**config.mk**
```make
export PLATFORM = sky130hd
export DESIGN_NAME = thermometer_to_binary_2s_complement
export DESIGN_NICKNAME = d
export VERILOG_FILES = /design/src/rtl/thermometer_to_binary_2s_complement.sv
export SDC_FILE = /design/constraint.sdc
export NUM_CORES = 1
export LEC_CHECK = 0
export CAP_MARGIN = 20
export CORE_ASPECT_RATIO = 0.8
export CORE_MARGIN = 2
export CORE_UTILIZATION = 60
export CTS_BUF_LIST = sky130_fd_sc_hd__clkbuf_4 sky130_fd_sc_hd__clkbuf_8
export DETAILED_ROUTE_END_ITERATION = 7
export GPL_TIMING_DRIVEN = 0
export PLACE_DENSITY_LB_ADDON = 0.15
export SLEW_MARGIN = 10
export SYNTH_ARGS = -nofsm -noshare
export SYNTH_HDL_FRONTEND = slang
export SYNTH_SLANG_ARGS = --single-unit
```
**constraint.sdc**
```tcl
create_clock -name clk -period 4.6 [get_ports clk]
set_input_delay 1.15 -clock clk [delete_from_list [all_inputs] [get_ports clk]]
set_output_delay 1.15 -clock clk [all_outputs]
set_load 0.1 [all_outputs]
```
**src/rtl/thermometer_to_binary_2s_complement.sv**
```systemverilog
// Serial sign + thermometer magnitude to parallel unsigned count and signed
// two's-complement result. One word per start pulse, result flagged by a
// one-cycle valid_out.
module thermometer_to_binary_2s_complement #(
  parameter int unsigned SERIAL_INPUT_LENGTH = 33
) (
  input  logic                                        clk,
  input  logic                                        rst,
  input  logic                                        start,
  input  logic                                        serial_in,
  output logic                                        valid_out,
  output logic [$clog2(SERIAL_INPUT_LENGTH-1)-1:0]    thermometer_sum_out,
  output logic [$clog2(SERIAL_INPUT_LENGTH-1):0]      thermometer_result_2scomp_out
);

  localparam int unsigned W = $clog2(SERIAL_INPUT_LENGTH - 1);
  // bit_counter value while the final data bit is being sampled
  localparam logic [W-1:0] LAST_BIT = W'(SERIAL_INPUT_LENGTH - 2);
  localparam logic [W-1:0] SUM_MAX  = {W{1'b1}};

  localparam logic [1:0] IDLE  = 2'd0;
  localparam logic [1:0] SHIFT = 2'd1;
  localparam logic [1:0] DONE  = 2'd2;

  logic [1:0]   state, state_d;
  logic [W-1:0] bit_counter, bit_counter_d;
  logic [W:0]   sum_magnitude, sum_magnitude_d;
  logic         sign_q, sign_d;
  logic         valid_d;
  logic [W-1:0] sum_out_d;
  logic [W:0]   result_d;

  logic [W:0]   sum_next;
  logic [W-1:0] sum_sat;

  // Running count including the bit on the wire, and its saturated form
  assign sum_next = sum_magnitude + (W+1)'(serial_in);
  assign sum_sat  = sum_next[W] ? SUM_MAX : sum_next[W-1:0];

  // State and output registers, synchronous active-high reset
  always_ff @(posedge clk) begin
    if (rst) begin
      state                         <= IDLE;
      bit_counter                   <= '0;
      sum_magnitude                 <= '0;
      sign_q                        <= 1'b0;
      valid_out                     <= 1'b0;
      thermometer_sum_out           <= '0;
      thermometer_result_2scomp_out <= '0;
    end else begin
      state                         <= state_d;
      bit_counter                   <= bit_counter_d;
      sum_magnitude                 <= sum_magnitude_d;
      sign_q                        <= sign_d;
      valid_out                     <= valid_d;
      thermometer_sum_out           <= sum_out_d;
      thermometer_result_2scomp_out <= result_d;
    end
  end

  // Next-state and next-output logic
  always_comb begin
    state_d         = state;
    bit_counter_d   = bit_counter;
    sum_magnitude_d = sum_magnitude;
    sign_d          = sign_q;
    valid_d         = 1'b0;
    sum_out_d       = thermometer_sum_out;
    result_d        = thermometer_result_2scomp_out;

    case (state)
      IDLE, DONE: begin
        // DONE accepts start like IDLE so frames can run back to back
        if (start) begin
          sign_d          = serial_in;
          sum_magnitude_d = '0;
          bit_counter_d   = '0;
          state_d         = SHIFT;
        end else begin
          state_d = IDLE;
        end
      end

      SHIFT: begin
        sum_magnitude_d = sum_next;
        if (bit_counter == LAST_BIT) begin
          // Last data bit: register results on this same edge
          sum_out_d = sum_sat;
          if (sign_q) begin
            result_d = (W+1)'(0) - sum_next;
          end else begin
            result_d = {1'b0, sum_sat};
          end
          valid_d = 1'b1;
          state_d = DONE;
        end else begin
          bit_counter_d = bit_counter + W'(1);
        end
      end

      default: begin
        state_d = IDLE;
      end
    endcase
  end

endmodule

```
# Word-level counts from Yosys, hierarchy flattened
# Cells that the tools add are included.
# totals
word_cells,36
regBits,26
output_inout_bits,12
inputBits,4
# classes
eq_ne,6
addsub,3
n_reduce_logical,8
n_mux,11
bitwise,1
# op_table
op,n
5-bit 2-to-1 mux,3
6-bit 2-to-1 mux,2
6-bit one-hot mux with 2 select lines,1
5-bit one-hot mux with 2 select lines,1
6-bit by 1-bit adder with 6-bit output,1
2-bit inequality test (second input constant),3
2-bit AND reduction,3
1-bit by 6-bit subtractor with 6-bit output (first input constant),1
5-bit by 1-bit adder with 5-bit output (second input constant),1
5-bit equality test (second input constant),1
2-bit one-hot mux with 2 select lines,1
2-bit OR reduction,2
3-bit AND reduction,1
2-bit by 1-bit equality test with 1-bit output (second input constant),1
2-bit equality test (second input constant),1
2-bit zero test,1
1-bit 2-to-1 mux,2
2-bit 2-to-1 mux,1
2-bit nonzero test,1
1-bit inverter,1

# Longest topological paths before layout
# Gate-level depths: netlist of the first run.
# depth
word_depth,4
ltp_mapped,8
mapped_depth_nobuf,8

# Worst setup path after synthesis of the first run
# No wires, ideal clock.
# synth_path
path_kind,input to register
from,input port serial_in
to,register thermometer_result_2scomp_out[4]
t_required_ns,4.497
path_buffers,0
arrival_time_ns,2.701
cell_stages,8
slack_ns,1.796
setup_time_ns,0.103
path_cell_list,ha_1 > ha_1 > inv_1 > ha_1 > nor4b_1 > a41oi_1 > nor4_1 > a2111oi_2
# synth_via
elab_chain_cells,3
elab_cells_between_ends,4
classes_between,add/sub (2); mux (2)
# synth_rtl
element,line_no,rtl
"start, declared",10,"input logic serial_in,"
6-bit by 1-bit adder with 6-bit output *,37,assign sum_next = sum_magnitude + (W+1)'(serial_in);
1-bit by 6-bit subtractor with 6-bit output or 5-bit 2-to-1 mux (tied branches),"90, 38",
6-bit 2-to-1 mux *,89,if (sign_q) begin
"end signal, assigned",57,thermometer_result_2scomp_out <= result_d;
"end, declared",13,output logic [$clog2(SERIAL_INPUT_LENGTH-1):0] thermometer_result_2scomp_out
# Every way passes the cells marked *; elsewhere a longest branch is shown, timed or not.
# A chain may end at the register's enable or synchronous reset.

# Worst setup path in the final report of the first run
# Same ends and word-level chain as after synthesis.

==> results.py, run 1 <==
metrics = {
    "status": {
        "status": "finished, final reports clean",
    },
    "logic_synthesis": {
        "yosysMostFrequentCell": "dfxtp_1",
        "avgSynthCellArea_um2": 8.783,
        "ys_async_sr_fraction_pct": 0,
        "synthSimpleGateAreaFrac_pct": 27.17,
        "syn-cell-area_um2": 1326,
        "ys_seq_elements": 26,
        "synthMuxAreaShare_pct": 0,
        "syn-num-nets": 161,
        "synth_edf_count": 0,
        "synth_ff_type": "dfxtp_1",
        "synth_adder_area_share_pct": 5.660,
        "yosys-top-cells-count": "26 x dfxtp_1, 18 x nor2_1, 14 x nand2_1",
        "synthTopCellsByArea": "dfxtp_1 39%, ha_1 5.7%, nor2_1 5.1%",
        "ys_warn_count": 0,
        "ys_seq_area_share_pct": 39.25,
        "synthCells": 151,
        "synth-compound-area-share_pct": 13.49,
        "synth_area_leader_cell": "dfxtp_1",
        "synth_top_area_share_pct": 39.25,
        "synth_xor_area_share_pct": 7.830,
        "ys_types": 42,
        "synth_top_family_by_area": "simple AND/OR/NAND/NOR gates",
    },
    "routing": {
        "via_count": 1142,
        "drc": 0,
        "wire_per_inst_um": 14.28,
        "vias_per_cell": 5.856,
        "totalWireLength_um": 2785,
        "dr.pass1.iters": 4,
        "drtAntennaViolNets": 0,
        "drtIter0Drc": 46,
    },
    "hold_path": {
        "hp-class": "flop to flop",
        "hold-path-endpoint": "thermometer_result_2scomp_out[2]",
        "holdCritStartpoint": "thermometer_result_2scomp_out[2]",
        "holdPathStages": 2,
    },
    "worst_setup_path": {
        "reg2reg_to": "thermometer_result_2scomp_out[4]",
        "rr_worst_depth": 8,
        "worst-path-max-fanout": 6,
        "cp-end-kind": "flop",
        "cp_common_cell": "ha_1",
        "path_class": "input pin to flop",
        "reg2reg_from": "sum_magnitude[0]",
        "required_ns": 4.85,
        "slowest_delay_ns": 0.47,
        "worst_path_max_delay_cell": "clkdlybuf4s50_1",
        "worst_ep_arrival_time_ns": 3.42,
        "regToRegSetupSlack_ns": 2.41,
        "crit_chain": "clkdlybuf4s50_1 -> ha_1 -> ha_1 -> inv_1 -> ha_1 -> nor4b_1 -> a41oi_1 -> nor4_1 -> a2111oi_2",
        "cp-start-kind": "input pin",
    },
    "timing": {
        "max-slew-margin-rel_pct": 35.01,
        "hold_violations": 0,
        "tns_ns": 0,
        "grt_setup_unrepaired": "no",
        "final_max_slew_viol_count": 0,
        "min_period_over_period_pct": 68.94,
        "finalCriticalPeriod_ns": 3.171,
        "setup_viol": 0,
        "final.setup_skew_ns": 0.01388,
        "finalWorstSetupSlack_ns": 1.429,
        "max_freq_mhz": 315.3,
        "worst_slew_pin_slew_ns": 0.9718,
    },
    "clock_tree": {
        "clk_pin_slew_ns": 0.15,
        "worstSkewPairLatency_ns": 0.34,
        "clockRootBuffer": "clkbuf_4",
        "cts_setup_buffers": 0,
        "htreeDepth": 1,
        "ctsHoldBuffers": 0,
        "cts_buffers": 3,
        "ctsResizeCount": 0,
        "cts_sinks": 26,
        "cts_tree": "built",
        "cts_buffer_depth": 2,
    },
    "floorplanning": {
        "die_y_um": 46.05,
        "die_w_um": 56.57,
        "boundaryPins": 16,
        "design.die.area_um2": 2605,
        "start_util_pct": 62.54,
        "placementRows": 15,
        "core_um2": 2121,
    },
    "placement": {
        "port-buffer-count": 15,
        "place_area_um2": 1508,
        "gp_congestion": 0.7911,
        "dp_hpwl_um": 2036,
        "place_ws_ns": 1.079,
    },
    "cells_and_area": {
        "utilization_pct": 73.57,
        "num-nets-final": 181,
        "n_antenna_cell": 0,
        "final_cell_area_um2": 1560,
        "drive_gt1_share_pct": 11.18,
        "area_growth_pct": 17.64,
    },
    "power_and_ir_drop": {
        "p_leak_nw": 0.5958,
        "power_density_nw_per_um2": 276.6,
        "peakVddDrop_v": 0.0002934,
        "report.power.total_w": 0.0004316,
    },
    "run": {
        "cap_violations": 0,
    },
    "grt": {
        "grt_pass1_vias": 1043,
        "antenna_found_initial": 0,
        "grt_max_degree": 16,
        "grt.total_usage_pct": 23.52,
        "gr-total-overflow": 0,
        "grt_pass1_wl_um": 4623,
    },
}
flip-flops by register name (all words and copies together), names as in the netlist:
register and flops:
thermometer_sum_out 5, sign_q 1, bit_counter 5, valid_out 1
sum_magnitude 6, state 2, thermometer_result_2scomp_out 6
critical path: cells and delay by family:
family / cells / cell delay, ns
buffers and inverters: 2 / 0.54
adder cells (fa/ha/maj): 3 / 0.85
AO/OA/AOI/OAI: 2 / 0.63
AND/OR/NAND/NOR: 2 / 0.25
through the flow:
step / hold slack (ns) / instances
after floorplan: 0.4522 / 151
after global placement: 0.4254 / 191
after detailed placement: 0.4397 / 191
after CTS: 0.4588 / 195
after global routing: 0.4816 / 195
final: 0.4610 / 195
layer usage:
metal / wire length, µm / vias up / GRT usage (%) / share of wire [%]
li1: - / 568 / - / -
met1: 1337 / 551 / 29.53 / 48
met2: 1303 / 18 / 40.00 / 47
met3: 114 / 5 / 6.461 / 4.1
met4: 29 / 0 / 7.619 / 1.0
met5: 0 / - / 0 / 0
power by group:
part / switching, W / internal, W
logic: 0.0000226 / 0.0000169
registers: 0.00000300 / 0.000228
clock network: 0.0000728 / 0.0000882
total: 0.0000984 / 0.000333
layout by cell type, fill, tap and decap left out, types with 2 or more instances in the layout:
cell and count:
nand2_1 14, nor4_1 3, buf_6 3, nor3_1 12, buf_4 3, o21ai_0 3, nand2b_1 3, inv_1 4
clkbuf_1 3, o311ai_0 2, nor2_1 18, xnor2_1 4, clkbuf_4 3, a21oi_1 8, nand3_1 4, xor2_1 6
a22oi_1 4, dfxtp_1 26, clkdlybuf4s50_1 15, ha_1 6, and2b_1 2
cells by family after synthesis:
logic type	Yosys count
flip-flops	26
adder cells (fa/ha/maj)	6
buffers and inverters	14
XOR/XNOR	11
AO/OA/AOI/OAI	26
AND/OR/NAND/NOR	68
how the worst max path moves through the flow:
stage / start / endpoint / slack [ns] / depth (start not counted)
global route: serial_in / thermometer_result_2scomp_out[4] / 1.23 / 9
finish: serial_in / thermometer_result_2scomp_out[4] / 1.43 / 9
CTS: serial_in / thermometer_result_2scomp_out[4] / 1.42 / 9
floorplan: serial_in / thermometer_result_2scomp_out[4] / 1.80 / 8
global placement: serial_in / thermometer_result_2scomp_out[4] / 1.15 / 9
detailed placement: serial_in / thermometer_result_2scomp_out[4] / 1.08 / 9
layout make-up:
class                      count  area (µm²)
timing repair buffer          15       150.1
multi-input combinational    111       718.2
tap                           25       31.28
clock inverter                 1       30.03
inverter                       4       15.01
clock buffer                   3       22.52
sequential                    26       520.5
buffer                        10       72.57
fill                         169       560.5
Note: power is estimated with default switching activity, not from simulation.
==> inputs of run 2 (changes only) <==
- CORE_UTILIZATION: 60 -> 57
- clock period: 4.6 -> 3 ns (I/O delays scaled with it)
==> run 2 against run 1 <==
Critical path depth is the same; die area increased by 4.8%; utilization down 3.3 points; largest cell class unchanged.
==> results.py, run 2 (synthesized netlist as in run 1, its figures left out) <==
metrics = {
    "worst_setup_path": {
        "cp-end-kind": "flop",
        "cp_top_family": "adder cells",
        "slowest_delay_ns": 0.46,
        "cp-start-kind": "input pin",
        "worst_ep_arrival_time_ns": 2.99,
        "crit_chain": "clkdlybuf4s50_1 -> ha_1 -> ha_1 -> inv_1 -> ha_1 -> nor4b_1 -> a41oi_1 -> nor4_1 -> a2111oi_2",
        "cp_common_cell": "ha_1",
        "worst-path-max-fanout": 6,
        "regToRegSetupSlack_ns": 0.83,
        "worst_path_max_delay_cell": "clkdlybuf4s50_1",
        "required_ns": 3.24,
        "worst-path-buf-inv": 2,
        "rr_worst_depth": 8,
        "reg2reg_to": "thermometer_result_2scomp_out[4]",
        "path_class": "input pin to flop",
        "reg2reg_from": "sum_magnitude[0]",
    },
    "cells_and_area": {
        "finalNonFillerCells": 194,
        "top_regs": "sum_magnitude: 6 flops, thermometer_result_2scomp_out: 6 flops",
        "num-nets-final": 181,
        "drive_gt1_share_pct": 10.65,
        "final_cell_mix": "26 x dfxtp_1, 18 x nor2_1, 15 x clkdlybuf4s50_1, 14 x nand2_1, 12 x nor3_1",
        "layout_commonest_cell": "dfxtp_1",
        "utilization_pct": 70.29,
        "n_antenna_cell": 0,
        "area_growth_pct": 15.38,
    },
    "grt": {
        "grt_max_degree": 14,
        "antenna_found_initial": 0,
        "gr-total-overflow": 0,
        "grt_pass1_wl_um": 4402,
        "grt_pass1_vias": 992,
        "grt.total_usage_pct": 21.69,
    },
    "timing": {
        "worst_slew_pin_slew_ns": 0.9846,
        "final.setup_skew_ns": 0.01174,
        "grt_setup_unrepaired": "no",
        "max-slew-margin-rel_pct": 34.16,
        "setup_viol": 0,
        "hold_violations": 0,
        "min_period_over_period_pct": 91.74,
        "final_max_slew_viol_count": 0,
        "finalCriticalPeriod_ns": 2.752,
        "finalWorstSetupSlack_ns": 0.2477,
        "max_freq_mhz": 363.3,
    },
    "clock_tree": {
        "worstSkewPairLatency_ns": 0.33,
        "clockRootBuffer": "clkbuf_4",
        "cts_sinks": 26,
        "htreeDepth": 1,
        "cts_buffers": 3,
        "cts_buffer_depth": 2,
        "ctsResizeCount": 0,
        "clk_pin_slew_ns": 0.14,
        "cts_setup_buffers": 0,
        "cts_tree": "built",
        "ctsHoldBuffers": 0,
    },
    "floorplanning": {
        "boundaryPins": 16,
        "start_util_pct": 60.92,
        "design.die.area_um2": 2731,
        "die_y_um": 47.15,
        "die_w_um": 57.93,
        "core_um2": 2177,
        "placementRows": 15,
    },
    "hold_path": {
        "holdPathStages": 2,
        "hp-class": "flop to flop",
        "hold-path-endpoint": "thermometer_result_2scomp_out[1]",
        "holdCritStartpoint": "thermometer_result_2scomp_out[1]",
    },
    "run": {
        "cap_violations": 0,
    },
    "routing": {
        "drtAntennaViolNets": 0,
        "via_count": 1111,
        "drc": 0,
        "totalWireLength_um": 2676,
        "dr.pass1.iters": 4,
        "drtIter0Drc": 58,
        "vias_per_cell": 5.727,
        "wire_per_inst_um": 13.79,
    },
    "power_and_ir_drop": {
        "p_leak_nw": 0.5817,
        "power_density_nw_per_um2": 369.3,
        "peakVddDrop_v": 0.0003569,
    },
    "placement": {
        "port-buffer-count": 15,
        "dp_hpwl_um": 1975,
        "dp.cells": 191,
        "place_ws_ns": -0.1072,
        "gp_congestion": 0.7793,
    },
    "status": {
        "status": "finished, final reports clean",
    },
}
-- run 2: changes by cell type in the layout (fill, tap and decap cells not counted) --
| cell | previous run | this run |
|---|---|---|
| bufinv_16 | 1 | 0 |
-- run 2: worst max path at each step --
stage	start	end	slack, ns	cells after the start
floorplan	serial_in	thermometer_result_2scomp_out[4]	0.60	8
global placement	serial_in	thermometer_result_2scomp_out[4]	-0.05	9
detailed placement	serial_in	thermometer_result_2scomp_out[4]	-0.11	9
CTS	serial_in	thermometer_result_2scomp_out[4]	0.24	9
global route	serial_in	thermometer_result_2scomp_out[4]	0.11	9
finish	serial_in	thermometer_result_2scomp_out[4]	0.25	9
-- run 2: area by class of cell --
cell class	count	area, µm²
multi-input combinational	111	718.2
buffer	10	72.57
tap	25	31.28
sequential	26	520.5
clock buffer	3	22.52
timing repair buffer	15	150.1
fill	187	646.9
inverter	4	15.01
-- run 2: worst min-delay path: cells and delay by family, from the launching register on --
family | cells | cell delay (ns)
flip-flops | 1 | 0.34
AND/OR/NAND/NOR | 2 | 0.09
-- run 2: layer usage --
metal  global-route usage, %  vias up  wire [µm]
met5                       0        -          0
met4                   5.116        0          4
met3                   6.061        2        137
met2                   33.86       30       1195
met1                   30.25      509       1340
li1                        -      570          -
-- run 2: report_power, final --
group / total (W) / switching, W / internal [W]
clock: 0.000151 / 0.000103 / 0.0000472
sequential: 0.000354 / 0.00000443 / 0.000350
combinational: 0.0000603 / 0.0000344 / 0.0000259
-- run 2: per-stage QoR --
| step | power (W) | setup TNS, ns | instance area (µm²) | hold slack [ns] |
|---|---|---|---|---|
| after floorplan | 0.0004048 | 0 | 1326 | 0.4522 |
| after global placement | 0.0004194 | -0.05358 | 1508 | 0.4262 |
| after detailed placement | 0.0004215 | -0.1072 | 1508 | 0.4316 |
| after CTS | 0.0005714 | 0 | 1530 | 0.4473 |
| after global routing | 0.0005903 | 0 | 1530 | 0.4852 |
| final | 0.0005651 | 0 | 1530 | 0.4448 |
==> inputs of run 3 (changes only) <==
- SLEW_MARGIN: 10 -> 40
==> run 3 against run 2 <==
Via count grew 2.9%; final cell count grew 0.52%; global-route usage shrank 0.094 points; clock power grew 19%; cell area shrank 3.0%; critical endpoint unchanged; largest cell class unchanged.
==> results.py, run 3 (synthesized netlist as in run 1, its figures left out) <==
metrics = {
    "status": {
        "status": "finished, final reports clean",
    },
    "cells_and_area": {
        "layout_commonest_cell": "dfxtp_1",
        "final_cell_area_um2": 1484,
        "area_growth_pct": 11.89,
        "finalNonFillerCells": 195,
        "num-nets-final": 181,
        "n_antenna_cell": 0,
        "drive_gt1_share_pct": 18.24,
        "final_cell_mix": "26 x dfxtp_1, 18 x nor2_1, 14 x nand2_1, 13 x buf_2, 12 x nor3_1",
        "top_regs": "sum_magnitude: 6 flops, thermometer_result_2scomp_out: 6 flops",
        "utilization_pct": 68.16,
    },
    "routing": {
        "dr.pass1.iters": 4,
        "vias_per_cell": 5.862,
        "drtAntennaViolNets": 0,
        "wire_per_inst_um": 14.01,
        "drtIter0Drc": 50,
        "totalWireLength_um": 2732,
        "via_count": 1143,
        "drc": 0,
    },
    "worst_setup_path": {
        "crit_chain": "clkdlybuf4s50_1 -> ha_1 -> ha_1 -> inv_1 -> ha_1 -> nor4b_1 -> a41oi_1 -> nor4_1 -> a2111oi_2",
        "worst-path-max-fanout": 6,
        "required_ns": 3.23,
        "cp_top_family": "adder cells",
        "path_class": "input pin to flop",
        "worst-path-buf-inv": 2,
        "worst_path_max_delay_cell": "clkdlybuf4s50_1",
        "cp-start-kind": "input pin",
        "slowest_delay_ns": 0.46,
        "cp_common_cell": "ha_1",
        "worst_ep_arrival_time_ns": 2.99,
        "cp-end-kind": "flop",
    },
    "floorplanning": {
        "die_y_um": 47.15,
        "boundaryPins": 16,
        "design.die.area_um2": 2731,
        "placementRows": 15,
        "die_w_um": 57.93,
        "start_util_pct": 60.92,
        "core_um2": 2177,
    },
    "placement": {
        "port-buffer-count": 15,
        "dp_hpwl_um": 1973,
        "gp_congestion": 0.7793,
        "place_area_um2": 1448,
        "dp.cells": 191,
    },
    "hold_path": {
        "hp-class": "flop to flop",
    },
    "clock_tree": {
        "cts_buffers": 3,
        "htreeDepth": 1,
        "ctsHoldBuffers": 0,
        "cts_buffer_depth": 2,
        "cts_sinks": 26,
        "cts_tree": "built",
        "clockRootBuffer": "clkbuf_4",
        "clk_pin_slew_ns": 0.14,
        "worstSkewPairLatency_ns": 0.33,
        "cts_setup_buffers": 0,
        "ctsResizeCount": 0,
    },
    "power_and_ir_drop": {
        "intPower_w": 0.0004500,
        "clock_power_share_pct": 30.1,
        "power_density_nw_per_um2": 400.4,
        "p_leak_nw": 0.6154,
        "peakVddDrop_v": 0.0002835,
        "seqPwrFrac_pct": 59.6,
        "p_sw_w": 0.0001441,
        "combPwrFrac_pct": 10.3,
        "swShare_pct": 24.25,
    },
    "timing": {
        "max_freq_mhz": 361.9,
        "hold_violations": 0,
        "worst_slew_pin_slew_ns": 0.4910,
        "tns_ns": 0,
        "min_period_over_period_pct": 92.10,
        "finalCriticalPeriod_ns": 2.763,
        "final_max_slew_viol_count": 0,
        "max-slew-margin-rel_pct": 67.49,
        "grt_setup_unrepaired": "no",
        "final.setup_skew_ns": 0.007591,
        "setup_viol": 0,
    },
    "grt": {
        "grt_pass1_wl_um": 4360,
        "antenna_found_initial": 0,
        "grt_pass1_vias": 1014,
        "grt.total_usage_pct": 21.60,
        "grt_max_degree": 15,
        "gr-total-overflow": 0,
    },
    "run": {
        "cap_violations": 0,
    },
}
## run 3: cell types whose count changed in the layout (fill, tap and decap cells not counted), sizes merged
cell / delta
buf: +12
clkdlybuf4s50: -12
clkbuf: +1
## run 3: layer usage
| layer | global-route usage, % | wire, µm |
|---|---|---|
| met5 | 0 | 0 |
| met4 | 10.23 | 40 |
| met3 | 5.234 | 184 |
| met2 | 34.77 | 1286 |
| met1 | 27.99 | 1220 |
## run 3: path summary, 6_finish.rpt
kind	startpoint	end	slack, ns	cells past startpoint
worst max-delay path	serial_in	thermometer_result_2scomp_out[4]	0.24	9
worst max register to register	sum_magnitude[0]	thermometer_result_2scomp_out[4]	0.81	8
worst min register to register	thermometer_result_2scomp_out[2]	thermometer_result_2scomp_out[2]	0.45	2
worst min-delay path	thermometer_result_2scomp_out[2]	thermometer_result_2scomp_out[2]	0.45	2
## run 3: layout make-up
class | instances | area, µm²
multi-input cells | 111 | 718.2
well taps | 25 | 31.28
fillers | 185 | 693.2
clock buffers | 4 | 36.28
plain buffers | 10 | 72.57
flip-flops and latches | 26 | 520.5
inverters | 4 | 15.01
repair buffers | 15 | 90.09
## run 3: power groups by stage
stage                     clock network (W)  logic (W)  registers, W
after floorplan                           0  0.0000443      0.000360
after global placement                    0  0.0000583      0.000361
after detailed placement                  0  0.0000605      0.000362
after CTS                          0.000189  0.0000613      0.000354
after global routing               0.000202  0.0000676      0.000355
final                              0.000179  0.0000612      0.000354
## run 3: worst min-delay path, delay by kind of cell, from the launching register on
family | cells | cell delay [ns]
and+or+nand+nor | 2 | 0.09
DFF | 1 | 0.33
## run 3: stage by stage
step | worst slack [ns] | total power, W | hold slack [ns]
final | 0.2371 | 0.0005941 | 0.4478
after global routing | 0.1260 | 0.0006252 | 0.4749
after CTS | 0.2547 | 0.0006042 | 0.4537
after detailed placement | -0.09329 | 0.0004221 | 0.4335
after global placement | -0.05358 | 0.0004194 | 0.4262
after floorplan | 0.5958 | 0.0004048 | 0.4522
==> patch (config.mk and constraints of run 1) <==
`sum_magnitude`, `thermometer_sum_out` and `thermometer_result_2scomp_out` no longer have a reset.
--- a/src/rtl/thermometer_to_binary_2s_complement.sv
+++ b/src/rtl/thermometer_to_binary_2s_complement.sv
@@ -42,20 +42,20 @@
     if (rst) begin
       state                         <= IDLE;
       bit_counter                   <= '0;
-      sum_magnitude                 <= '0;
       sign_q                        <= 1'b0;
       valid_out                     <= 1'b0;
-      thermometer_sum_out           <= '0;
-      thermometer_result_2scomp_out <= '0;
     end else begin
       state                         <= state_d;
       bit_counter                   <= bit_counter_d;
-      sum_magnitude                 <= sum_magnitude_d;
       sign_q                        <= sign_d;
       valid_out                     <= valid_d;
-      thermometer_sum_out           <= sum_out_d;
-      thermometer_result_2scomp_out <= result_d;
     end
+  end
+
+  always_ff @(posedge clk) begin
+    sum_magnitude                 <= sum_magnitude_d;
+    thermometer_sum_out           <= sum_out_d;
+    thermometer_result_2scomp_out <= result_d;
   end
 
   // Next-state and next-output logic
Behaviour: no difference found for any inputs over 10 cycles, from zero or initial values and one cycle with rst high; that may be too few to reach the edited logic, so the function may still have changed.
==> patch against run 1 <==
Wire length decreased by 23%. Largest cell class is now registers. Register-to-register slack got worse by 0.14 ns. Design area decreased by 11%. Synthesized area decreased by 12%. Sequential cell count unchanged. Sequential share of layout area increased by 16 points. Total power increased by 14%. Worst setup slack got worse by 0.063 ns. Non-clock buffer count decreased by 8. Largest power group unchanged. Die area decreased by 11%. Combinational power increased by 79%. Clock power decreased by 5%.
==> patch: results (changes against run 1) <==
Finish
  • Non-clk bufs: 17 (-32%)
  • NumNets Final: 131 (-28%)
  • Area of the multi-input gates: 452.9 sq um (-37%)
  • Seq/total area: 49.73% (+16 points)
  • Layout fillers: 144 (-15%)
  • Clock buf/inv share: 3.784% (+0.42 points)
  • Layout cells sized above 1: 8.264% (-2.9 points)
  • NonClk Buf Share: 10.90% (-3.4 points)
  • #MultiIn Comb: 71 (-36%)
  • Nonclk inv count: 3 (-1)

CTS
  • # Post-CTS Setup Buffers: 0 (unchanged)
  • H-tree levels: 1 (unchanged)
  • Clk Latency, worst-skew pair: 0.31 ns (-0.03 ns)

Min path
  • Hold Crit Start: bit_counter[4]$_SDFFE_PP0P_
  • Worst hold endpoint: bit_counter[4]$_SDFFE_PP0P_
  • Hold Crit Depth: 4 (+2)

Critical path
  • Worst path max stage delay: 0.43 ns (-0.04 ns)
  • Reg2reg start: sum_magnitude[0]$_SDFFCE_PN0P_
  • R2R setup slack: 2.27 ns (-0.14 ns)
  • Critical Path End: thermometer_result_2scomp_out[4]$_DFFE_PP_
  • Worst Path Max Fanout: 4 (-2)
  • Arrival time at the worst endpoint: 3.32 ns (-0.10 ns)

Synth
  • Cell variety after synth: 24 (-43%)
  • Synth top cells by count: edfxtp_1 (17), nor2_1 (16), nand2_1 (12)
  • Syn Nets: 112 (-30%)
  • Adder-cell area share of the yosys netlist: 5.365% (-0.30 points)
  • Syn Area/Cell: 11.32 sq um (+29%)
  • Portion of netlist area occupied by mux cells: 3.863% (+3.9 points)
  • Sequential area share after synthesis: 59.23% (+20 points)
  • Synth Area in XOR/XNOR: 8.906% (+1.1 points)
  • Ys flop type: edfxtp_1
  • Synth top area cells: edfxtp_1 (44%), dfxtp_1 (15%), ha_1 (5.4%)
  • Number of synthesized flops with an enable pin: 17 (+17)

Global routing
  • Vias in the first global route: 752 (-28%)
  • Total GRT Usage: 22.43% (-1.1 points)
  • First-pass GRT wire length: 3581 microns (-23%)

Placed design
  • Placed Cells: 141 (-26%)
  • RePlAce Congestion: 0.8574 (+8.4%)
  • I/O Buffers: 14 (-1)
  • Pre-CTS WS: 1.026 ns (-0.05252 ns)
  • HPWL after detailed placement: 1634 microns (-20%)

Timing
  • Worst rel slew slack: 35.61% (+0.60 points)
  • Final worst path period share: 70.32% (+1.4 points)
  • Clock skew: 0.006957 ns (-0.006926 ns)

Detailed routing
  • Via count: 795 (-30%)
  • Vias per cell: 5.483 (-6.4%)
  • Routed WL: 2149 microns (-23%)
  • Drt pass-1 iters: 5 (+1)

Power and ir drop
  • Worst vdd ir: 0.3930 mV (+34%)
  • Switching power: 0.1142 mW (+16%)
  • Leakage power: 0.5168 nW (-13%)

Floorplanning
  • CORE AREA: 1857 sq um (-12%)

Status
  • Status: finished, final reports clean
[patch: power groups by stage]
stage	Clock [mW]	Combinational [mW]	Sequential, mW
floorplan	0	0.0533	0.273
global placement	0	0.0647	0.274
detailed placement	0	0.0693	0.275
CTS	0.157	0.0699	0.270
global route	0.163	0.0804	0.271
finish	0.153	0.0706	0.270
[patch: stage by stage]
step | hold slack, ns | utilization [%]
global route | 0.6245 | 74.80
global placement | 0.5404 | 71.97
floorplan | 0.5105 | -
finish | 0.5943 | 74.80
detailed placement | 0.5692 | 71.97
CTS | 0.5962 | 74.80
[patch: metal layers]
layer,GRT usage [%],vias to the layer above,share of wire [%]
met3,4.138,6,5.5
met4,11.28,0,3.3
met5,0,-,0
li1,-,395,-
met2,36.05,33,50
met1,29.21,361,41
